--- src/rtl/mfu_pkg.sv ---
// Shared multiply-unit definitions: precision mode encoding, psum FSM states and
// default accumulator/counter widths.
package mfu_pkg;

  typedef enum logic [1:0] {
    NOOP = 2'b00,
    M8X8 = 2'b01,
    M4X4 = 2'b10,
    M2X2 = 2'b11
  } mfu_mode_t;

  typedef enum logic {
    S_IDLE  = 1'b0,
    S_ACCUM = 1'b1
  } psum_state_t;

  localparam int PSUM_ACC_W = 32;
  localparam int PSUM_CNT_W = 16;

endpackage

--- src/rtl/psum_accumulator_if.sv ---
// Beat input and result output handshakes of the partial-sum accumulator.
// slave = accumulator side, master = upstream source plus downstream sink.
interface psum_accumulator_if
  import mfu_pkg::*;
#(
  parameter int ACC_W = PSUM_ACC_W,
  parameter int CNT_W = PSUM_CNT_W
);

  logic                    in_valid;
  logic                    in_ready;
  logic signed [15:0]      in_psum;
  mfu_mode_t               in_mode;
  logic                    in_last;

  logic                    out_valid;
  logic                    out_ready;
  logic signed [ACC_W-1:0] out_data;
  logic [CNT_W-1:0]        out_count;
  mfu_mode_t               out_mode;
  logic                    out_ovf;
  logic                    out_mode_err;

  modport slave (
    input  in_valid, in_psum, in_mode, in_last, out_ready,
    output in_ready, out_valid, out_data, out_count, out_mode, out_ovf, out_mode_err
  );

  modport master (
    output in_valid, in_psum, in_mode, in_last, out_ready,
    input  in_ready, out_valid, out_data, out_count, out_mode, out_ovf, out_mode_err
  );

endinterface

--- src/rtl/psum_out_reg.sv ---
// Valid/ready result register; holds one finished group until downstream takes it.
module psum_out_reg
  import mfu_pkg::*;
#(
  parameter int ACC_W = PSUM_ACC_W,
  parameter int CNT_W = PSUM_CNT_W
) (
  input  logic                    clk,
  input  logic                    nrst,
  input  logic                    load_i,
  input  logic                    ready_i,
  input  logic signed [ACC_W-1:0] data_i,
  input  logic [CNT_W-1:0]        count_i,
  input  mfu_mode_t               mode_i,
  input  logic                    ovf_i,
  input  logic                    merr_i,
  output logic                    valid_o,
  output logic signed [ACC_W-1:0] data_o,
  output logic [CNT_W-1:0]        count_o,
  output mfu_mode_t               mode_o,
  output logic                    ovf_o,
  output logic                    merr_o
);

  logic                    valid_q, valid_d;
  logic signed [ACC_W-1:0] data_q;
  logic [CNT_W-1:0]        count_q;
  mfu_mode_t               mode_q;
  logic                    ovf_q, merr_q;

  // A load in the same cycle as a handshake-out keeps valid high
  assign valid_d = load_i | (valid_q & ~ready_i);

  always_ff @(posedge clk or negedge nrst) begin
    if (!nrst) begin
      valid_q <= 1'b0;
      data_q  <= '0;
      count_q <= '0;
      mode_q  <= NOOP;
      ovf_q   <= 1'b0;
      merr_q  <= 1'b0;
    end else begin
      valid_q <= valid_d;
      if (load_i) begin
        data_q  <= data_i;
        count_q <= count_i;
        mode_q  <= mode_i;
        ovf_q   <= ovf_i;
        merr_q  <= merr_i;
      end
    end
  end

  assign valid_o = valid_q;
  assign data_o  = data_q;
  assign count_o = count_q;
  assign mode_o  = mode_q;
  assign ovf_o   = ovf_q;
  assign merr_o  = merr_q;

endmodule

--- src/rtl/psum_accumulator.sv ---
// Sums signed 16-bit products into per-group dot-product results closed by in_last.
// Build option PSUM_RELU_EN clamps negative results to zero at output load.
module psum_accumulator
  import mfu_pkg::*;
#(
  parameter int ACC_W = PSUM_ACC_W,
  parameter int CNT_W = PSUM_CNT_W
) (
  input logic               clk,
  input logic               nrst,
  psum_accumulator_if.slave bus
);

  psum_state_t             state_q, state_d;
  logic signed [ACC_W-1:0] acc_q, acc_d;
  logic [CNT_W-1:0]        cnt_q, cnt_d;
  mfu_mode_t               mode_q, mode_d;
  logic                    ovf_q, ovf_d;
  logic                    merr_q, merr_d;

  logic                    beat, load;
  logic signed [ACC_W-1:0] psum_x, sum, res_data;
  logic                    add_ovf;
  logic                    out_valid;

  assign bus.in_ready = !(out_valid && !bus.out_ready);

  // NOOP beats are consumed but never touch state, including their in_last
  assign beat    = bus.in_valid && bus.in_ready && (bus.in_mode != NOOP);
  assign psum_x  = {{(ACC_W-16){bus.in_psum[15]}}, bus.in_psum};
  assign sum     = acc_q + psum_x;
  assign add_ovf = (acc_q[ACC_W-1] == psum_x[ACC_W-1]) && (sum[ACC_W-1] != acc_q[ACC_W-1]);

  always_comb begin
    state_d = state_q;
    acc_d   = acc_q;
    cnt_d   = cnt_q;
    mode_d  = mode_q;
    ovf_d   = ovf_q;
    merr_d  = merr_q;
    load    = 1'b0;
    if (beat) begin
      if (state_q == S_IDLE) begin
        acc_d  = psum_x;
        cnt_d  = CNT_W'(1);
        mode_d = bus.in_mode;
        ovf_d  = 1'b0;
        merr_d = 1'b0;
      end else begin
        acc_d  = sum;
        cnt_d  = (&cnt_q) ? cnt_q : cnt_q + CNT_W'(1);
        ovf_d  = ovf_q | add_ovf;
        merr_d = merr_q | (bus.in_mode != mode_q);
      end
      if (bus.in_last) begin
        load    = 1'b1;
        state_d = S_IDLE;
      end else begin
        state_d = S_ACCUM;
      end
    end
  end

  always_ff @(posedge clk or negedge nrst) begin
    if (!nrst) begin
      state_q <= S_IDLE;
      acc_q   <= '0;
      cnt_q   <= '0;
      mode_q  <= NOOP;
      ovf_q   <= 1'b0;
      merr_q  <= 1'b0;
    end else begin
      state_q <= state_d;
      acc_q   <= acc_d;
      cnt_q   <= cnt_d;
      mode_q  <= mode_d;
      ovf_q   <= ovf_d;
      merr_q  <= merr_d;
    end
  end

`ifdef PSUM_RELU_EN
  // Clamp only the emitted value; the running sum stays raw
  assign res_data = acc_d[ACC_W-1] ? '0 : acc_d;
`else
  assign res_data = acc_d;
`endif

  psum_out_reg #(
    .ACC_W (ACC_W),
    .CNT_W (CNT_W)
  ) u_out (
    .clk     (clk),
    .nrst    (nrst),
    .load_i  (load),
    .ready_i (bus.out_ready),
    .data_i  (res_data),
    .count_i (cnt_d),
    .mode_i  (mode_d),
    .ovf_i   (ovf_d),
    .merr_i  (merr_d),
    .valid_o (out_valid),
    .data_o  (bus.out_data),
    .count_o (bus.out_count),
    .mode_o  (bus.out_mode),
    .ovf_o   (bus.out_ovf),
    .merr_o  (bus.out_mode_err)
  );

  assign bus.out_valid = out_valid;

endmodule

--- src/flat_wrapper.sv ---
// flat-port wrapper written by rule: the top's interface ports become plain ports
module psum_accumulator_flat import mfu_pkg::*;
#(
  parameter int ACC_W = PSUM_ACC_W,
  parameter int CNT_W = PSUM_CNT_W
)
  (clk, nrst, bus_in_valid, bus_in_psum, bus_in_mode, bus_in_last, bus_out_ready, bus_in_ready, bus_out_valid, bus_out_data, bus_out_count, bus_out_mode, bus_out_ovf, bus_out_mode_err);
  psum_accumulator_if #(.ACC_W(ACC_W), .CNT_W(CNT_W)) bus_i ();
  input logic clk;
  input logic nrst;
  input wire logic [$bits(bus_i.in_valid)-1:0] bus_in_valid;
  input wire logic [$bits(bus_i.in_psum)-1:0] bus_in_psum;
  input wire logic [$bits(bus_i.in_mode)-1:0] bus_in_mode;
  input wire logic [$bits(bus_i.in_last)-1:0] bus_in_last;
  input wire logic [$bits(bus_i.out_ready)-1:0] bus_out_ready;
  output wire logic [$bits(bus_i.in_ready)-1:0] bus_in_ready;
  output wire logic [$bits(bus_i.out_valid)-1:0] bus_out_valid;
  output wire logic [$bits(bus_i.out_data)-1:0] bus_out_data;
  output wire logic [$bits(bus_i.out_count)-1:0] bus_out_count;
  output wire logic [$bits(bus_i.out_mode)-1:0] bus_out_mode;
  output wire logic [$bits(bus_i.out_ovf)-1:0] bus_out_ovf;
  output wire logic [$bits(bus_i.out_mode_err)-1:0] bus_out_mode_err;
  assign bus_i.in_valid = bus_in_valid;
  assign bus_i.in_psum = bus_in_psum;
  assign bus_i.in_mode = bus_in_mode;
  assign bus_i.in_last = bus_in_last;
  assign bus_i.out_ready = bus_out_ready;
  assign bus_in_ready = bus_i.in_ready;
  assign bus_out_valid = bus_i.out_valid;
  assign bus_out_data = bus_i.out_data;
  assign bus_out_count = bus_i.out_count;
  assign bus_out_mode = bus_i.out_mode;
  assign bus_out_ovf = bus_i.out_ovf;
  assign bus_out_mode_err = bus_i.out_mode_err;
  psum_accumulator #(.ACC_W(ACC_W), .CNT_W(CNT_W)) u_core (.clk(clk), .nrst(nrst), .bus(bus_i));
endmodule
--- config.mk ---
export PLATFORM = sky130hd
export DESIGN_NAME = psum_accumulator_flat
export DESIGN_NICKNAME = d
export VERILOG_FILES = /design/src/rtl/mfu_pkg.sv /design/src/rtl/psum_accumulator_if.sv /design/src/rtl/psum_out_reg.sv /design/src/rtl/psum_accumulator.sv /design/src/flat_wrapper.sv
export SDC_FILE = /design/constraint.sdc
export NUM_CORES = 1
export LEC_CHECK = 0
export BUFFER_PORTS_ARGS = -buffer_cell sky130_fd_sc_hd__buf_2
export CAP_MARGIN = 30
export CORE_UTILIZATION = 61
export CTS_BUF_LIST = sky130_fd_sc_hd__clkbuf_4
export DETAILED_ROUTE_END_ITERATION = 16
export PLACE_DENSITY = 0.83
export SLEW_MARGIN = 5
export SYNTH_ARGS = -nofsm -noshare
export SYNTH_HDL_FRONTEND = slang
export SYNTH_SLANG_ARGS = --single-unit
export TNS_END_PERCENT = 50
--- constraint.sdc ---
create_clock -name clk -period 4 [get_ports clk]
set_clock_uncertainty 0.1 [all_clocks]
set_input_delay 0.6 -clock clk [delete_from_list [all_inputs] [get_ports clk]]
set_output_delay 0.6 -clock clk [all_outputs]
set_load 0.05 [all_outputs]
# --- After elaboration in Yosys (flattened, before gate mapping) ---
# Cells that the tools add are included.
totals:
  latchBits: 0
  regBits: 106
  mem_bits_rw: 0
  inputBits: 23
  romBits: 0
  output_inout_bits: 54
  memories: 0
op_classes:
  reduce_logical: 8
  eq_ne: 3
  shifts: 0
  muxes: 14
  n_addsub: 2
  n_lt_le_gt_ge: 0
  div: 0
  multipliers: 0
  bitwise: 5
ops:
  columns: ["op", "count"]
  rows:
  - ["2-to-1 mux 32 bit", 2]
  - ["2-to-1 mux 16 bit", 3]
  - ["adder 32 x 16 -> 32 bit", 1]
  - ["adder 16 x 1 -> 16 bit, second input constant", 1]
  - ["AND reduction 16 bit", 1]
  - ["2-to-1 mux 1 bit", 7]
  - ["logical AND 1 bit", 4]
  - ["2-to-1 mux 2 bit", 2]
  - ["OR 1 bit", 3]
  - ["zero test 1 bit", 2]
  - ["!= test 2 bit", 1]
  - ["nonzero test 2 bit", 1]
  - ["bitwise AND 1 bit", 1]
  - ["== test 1 bit", 1]
  - ["!= test 1 bit", 1]
  - ["NOT 1 bit", 1]

# --- Depth between registers and ports, before layout ---
depth:
  word_depth: 7
  mapped_depth: 12
  depth_no_buf: 12

# --- Cells and area by module ---
# A second synthesis with hierarchy kept.
unflattened:
  hier_cells: 599
  area_unflattened_um2: 6312.3
by_module_without_submodules:
  columns: ["module", "area_per_inst_um2", "seq_area_each_um2", "cells_per_inst", "n_inst"]
  rows:
  - ["psum_accumulator", 4093.9, 1326.3, 486, 1]
  - ["psum_out_reg", 2218.4, 1326.3, 113, 1]

# --- Worst setup path after synthesis ---
# Ideal clock, no wire load.
synth_timing:
  path_kind: "input to register"
  start: "input bus_in_psum[0]"
  end: "register u_core.acc_q[26]"
  setup_ns: 0.123
  arrival_ns: 2.861
  path_slack_ns: 0.917
  path_buffers: 0
  path_stages: 12
  required_time_ns: 3.777
  path_cell_list: "ha_1 > inv_1 > fa_1 > nand2b_1 > a21oi_1 > o2111ai_2 > and4b_1 > o31ai_2 > a41o_1 > o21ai_0 > xnor2_1 > o221a_2"
synth_via:
  elab_chain_cells: 3
synth_rtl:
  columns: ["item", "line", "source"]
  rows:
  - ["start, declared", "flat_wrapper.sv:12", "input wire logic [$bits(bus_i.in_psum)-1:0] bus_in_psum;"]
  - ["adder 32 x 16 -> 32 bit", "psum_accumulator.sv:31", "assign sum = acc_q + psum_x;"]
  - ["2-to-1 mux 32 bit", "psum_accumulator.sv:43", "if (state_q == S_IDLE) begin"]
  - ["2-to-1 mux 32 bit", "psum_accumulator.sv:42", "if (beat) begin"]
  - ["net u_core.acc_d[26]", "psum_accumulator.sv:15", "logic signed [ACC_W-1:0] acc_q, acc_d;"]
  - ["end signal, assigned", "psum_accumulator.sv:67", "acc_q <= '0;"]
  - ["end signal, assigned", "psum_accumulator.sv:74", "acc_q <= acc_d;"]
  - ["end, declared", "psum_accumulator.sv:15", null]
# The timed path passes the listed nets, and every way through them passes these cells.
# A chain may end at the register's enable or synchronous reset.

# --- Worst setup path in the final report ---
layout_timing:
  start: "register u_core.acc_q[0]"
  end: "register u_core.u_out.data_q[26], in the netlist u_core.u_out.data_o[26]"
layout_via:
  elab_chain_cells: 3
layout_rtl:
  columns: ["item", "line", "source"]
  rows:
  - ["adder 32 x 16 -> 32 bit", "psum_accumulator.sv:31", null]
  - ["2-to-1 mux 32 bit", "psum_accumulator.sv:43", null]
  - ["2-to-1 mux 32 bit", "psum_accumulator.sv:42", null]
  - ["end signal, assigned", "psum_out_reg.sv:45", "data_q <= data_i;"]
  - ["end, declared", "psum_out_reg.sv:26", "logic signed [ACC_W-1:0] data_q;"]
# No other way between the ends.

==> results.toml <==
[global_route]
grt_first_pass_wirelength_um = 24000
grt_use_met1_pct = 39.0
grt_pass1_vias = 5056
grtUsageMet3_pct = 8.14
antenna_found_initial = 0
grt_overflow_total = 0
grt-busiest-layer = "met2"
met2_usage_pct = 47.8
grt_use_total_pct = 29.8
grt_max_degree = 51

[sta]
min_period_ps = 3160
final-hold-violation-count = 0
slew-limit-headroom_pct = 54.4
rsz0062_at_grt = "no"
max_slew.worst_pin.slew_ps = 676
fmax_mhz = 317
finalCritPeriodShare_pct = 79.0
setup_viol_count_final = 0
tns_ps = 0
slew_violations = 0

[setup_path]
slowest_delay_ps = 400
worstSetupPathType = "flop to flop"
worst_ep_arrival_time_ps = 3470
cp_max_fo = 3
required_ps = 4310
slowest_stage = "fa_1"
r2r-start = "u_core.acc_q[0]"
start_kind = "flop"
endpoint_kind = "flop"
path_cells = "ha_1 > inv_1 > fa_1 > nand2b_1 > a21oi_1 > o2111ai_2 > and4b_1 > o31ai_2 > a41o_1 > o21ai_0 > xnor2_1 > o221a_2"
cp-startpoint = "u_core.acc_q[0]"

[synthesis]
synth-edff-count = 0
synthDistinctLibCells = 65
seq_area_frac_synth_pct = 42.7
synth_ff_type = "dfrtp_1"
synth-async-reset-ratio_pct = 100
synthesis.nets = 731
synthCells = 675
syn_area_per_cell_um2 = 9.21
ys_ff_latch = 106
syn-cell-area_um2 = 6210
synth_warnings = 0

[route]
ant_nets = 0
first_pass_iters = 5
remaining_drc_errors = 0
drtIter0Drc = 300
wirelength_um = 14500
wl_per_cell_um = 16.6
routed_via_density = 5.98
via_count = 5222

[cells_and_area]
syn_to_final_growth_pct = 9.40
drive_gt1_share_pct = 18.2
antenna_cells = 0
fin_nets = 791

[cts]
clk_pin_slew_ps = 160
hold_buffers = 1
cts_tree = "built"
cts_buffer_depth = 2
cts-buffers-inserted = 9
htree_num_levels = 3
cts_sinks = 106
clk_latency_ps = 510
cts_root_buffer = "clkbuf_4"
cts_setup_buffers = 0
ctsResizeCount = 0

[floorplan]
floorplan.die.width_um = 103
die_h_um = 103
start_util_pct = 63.3
io_pins = 77
die-area_um2 = 10600
core_area_um2 = 9820
rows = 36

[placement]
hpwl_um = 10500
place_congestion = 0.979
port_buffers = 76

[status]
status = "completed"

[pwr]
p_leak_nw = 3.25
power_density_nw_per_um2 = 785
finalPower_w = 0.00534
ir_drop_mv = 0.542

[flow_run]
drv_cap = 0

[worst_hold_path]
hold_class = "primary input to flop"
hold_start = "bus_in_mode[0]"
==> layer usage <==
layer / up-vias / part of all wire (%)
met5: - / 0
met4: 0 / 2.2
met3: 27 / 6.1
met2: 165 / 49
met1: 2500 / 43
li1: 2530 / -
==> placed cells by master, fill, tap and decap left out, types with 10 or more instances in the layout <==
cell,instances
clkbuf_4,11
xor2_1,22
ha_1,32
o21ai_0,63
mux2i_1,11
nand2_1,108
xnor2_1,22
dfrtp_1,106
nor2_1,54
a21oi_1,55
nand3_1,18
buf_2,75
inv_1,12
buf_4,10
==> flip-flops by register name (all words and copies together) (netlist names) <==
register and cells:
u_core.acc_q 32, u_core.u_out.valid_o 1, u_core.u_out.mode_o 2, u_core.u_out.data_o 32, u_core.u_out.merr_o 1, u_core.mode_q 2
u_core.cnt_q 16, u_core.ovf_q 1, u_core.u_out.count_o 16, u_core.merr_q 1, u_core.state_q 1, u_core.u_out.ovf_o 1
==> report_power, final <==
part	total (W)	internal [W]	switching [W]
Clock	0.000581	0.000210	0.000371
Sequential	0.00166	0.00144	0.000226
Combinational	0.00309	0.00108	0.00202
==> synthesized netlist by cell type, types with 3 or more instances <==
cell type  instances  share of area [%]
xnor2_1           22                3.1
mux2_2             8                1.4
and3_1             7               0.70
xor2_1            22                3.1
nand3_1           18                1.4
dfrtp_1          106                 43
a211o_1            3               0.42
nor3_1             8               0.64
o21ai_0           63                5.1
and2_1             3               0.30
ha_1              32                6.4
and4_1             3               0.42
clkbuf_8           3               0.66
nand4_1            9               0.91
nand2b_1           3               0.30
o211a_1            3               0.48
a21o_1             8               0.97
o31ai_1            8               0.97
inv_1             12               0.72
mux2i_1           11                1.8
a21oi_1           55                4.4
o221a_2            9                1.6
o211ai_1           3               0.36
o221ai_1           3               0.42
nor2_1            54                3.3
nand2_1          109                6.6
clkbuf_1          30                1.8
nor2b_1            4               0.40
a221o_1            4               0.64
a21o_2             5               0.70
==> critical path: cells and delay by family, from the launching register on <==
kind	cells	cell delay [ps]
xor+xnor	1	170
buf+inv	1	50
flops	1	380
simple gates	2	400
compound gates	6	1380
fa+ha+maj	2	570
==> cells by family after synthesis <==
| family | count (synthesis) | synth area share [%] |
|---|---|---|
| adder cells (fa/ha/maj) | 33 | 6.77 |
| flip-flops | 106 | 42.7 |
| multiplexers | 19 | 3.22 |
| buffers and inverters | 50 | 4.25 |
| AND/OR/NAND/NOR | 226 | 16.0 |
| XOR/XNOR | 44 | 6.20 |
| AO/OA/AOI/OAI | 197 | 20.9 |
==> path summary, 6_finish.rpt <==
check | depth (start not counted) | slack, ps | to
max in group asynchronous | 4 | 2390 | u_core.u_out.count_o[7]
min in group asynchronous | 2 | 470 | u_core.acc_q[6]
min | 2 | 290 | u_core.mode_q[0]
max | 12 | 840 | u_core.u_out.data_o[26]
max reg2reg | 12 | 840 | u_core.u_out.data_o[26]
min reg2reg | 2 | 400 | u_core.u_out.data_o[12]
==> cell type report <==
cell class / instances / area (um^2)
repair buffers: 87 / 488
clock buffers: 11 / 82.6
well taps: 133 / 166
clock inverters: 5 / 63.8
inverters: 12 / 45.0
flip-flops and latches: 106 / 2650
fillers: 813 / 3020
multi-input cells: 519 / 3300
==> per-stage QoR <==
step                      setup slack [ps]  hold WS [ps]  cell area (um^2)  std cells  utilization [%]
final                                  841           291              6800        873             69.2
after global routing                   641           273              6800        873             69.2
after CTS                              844           270              6800        873             69.2
after detailed placement               534           357              6640        856             67.6
after global placement                 569           355              6610        855             67.4
after floorplan                        917           204              6210        675                -
No activity file was read; power rests on OpenSTA's default activity.
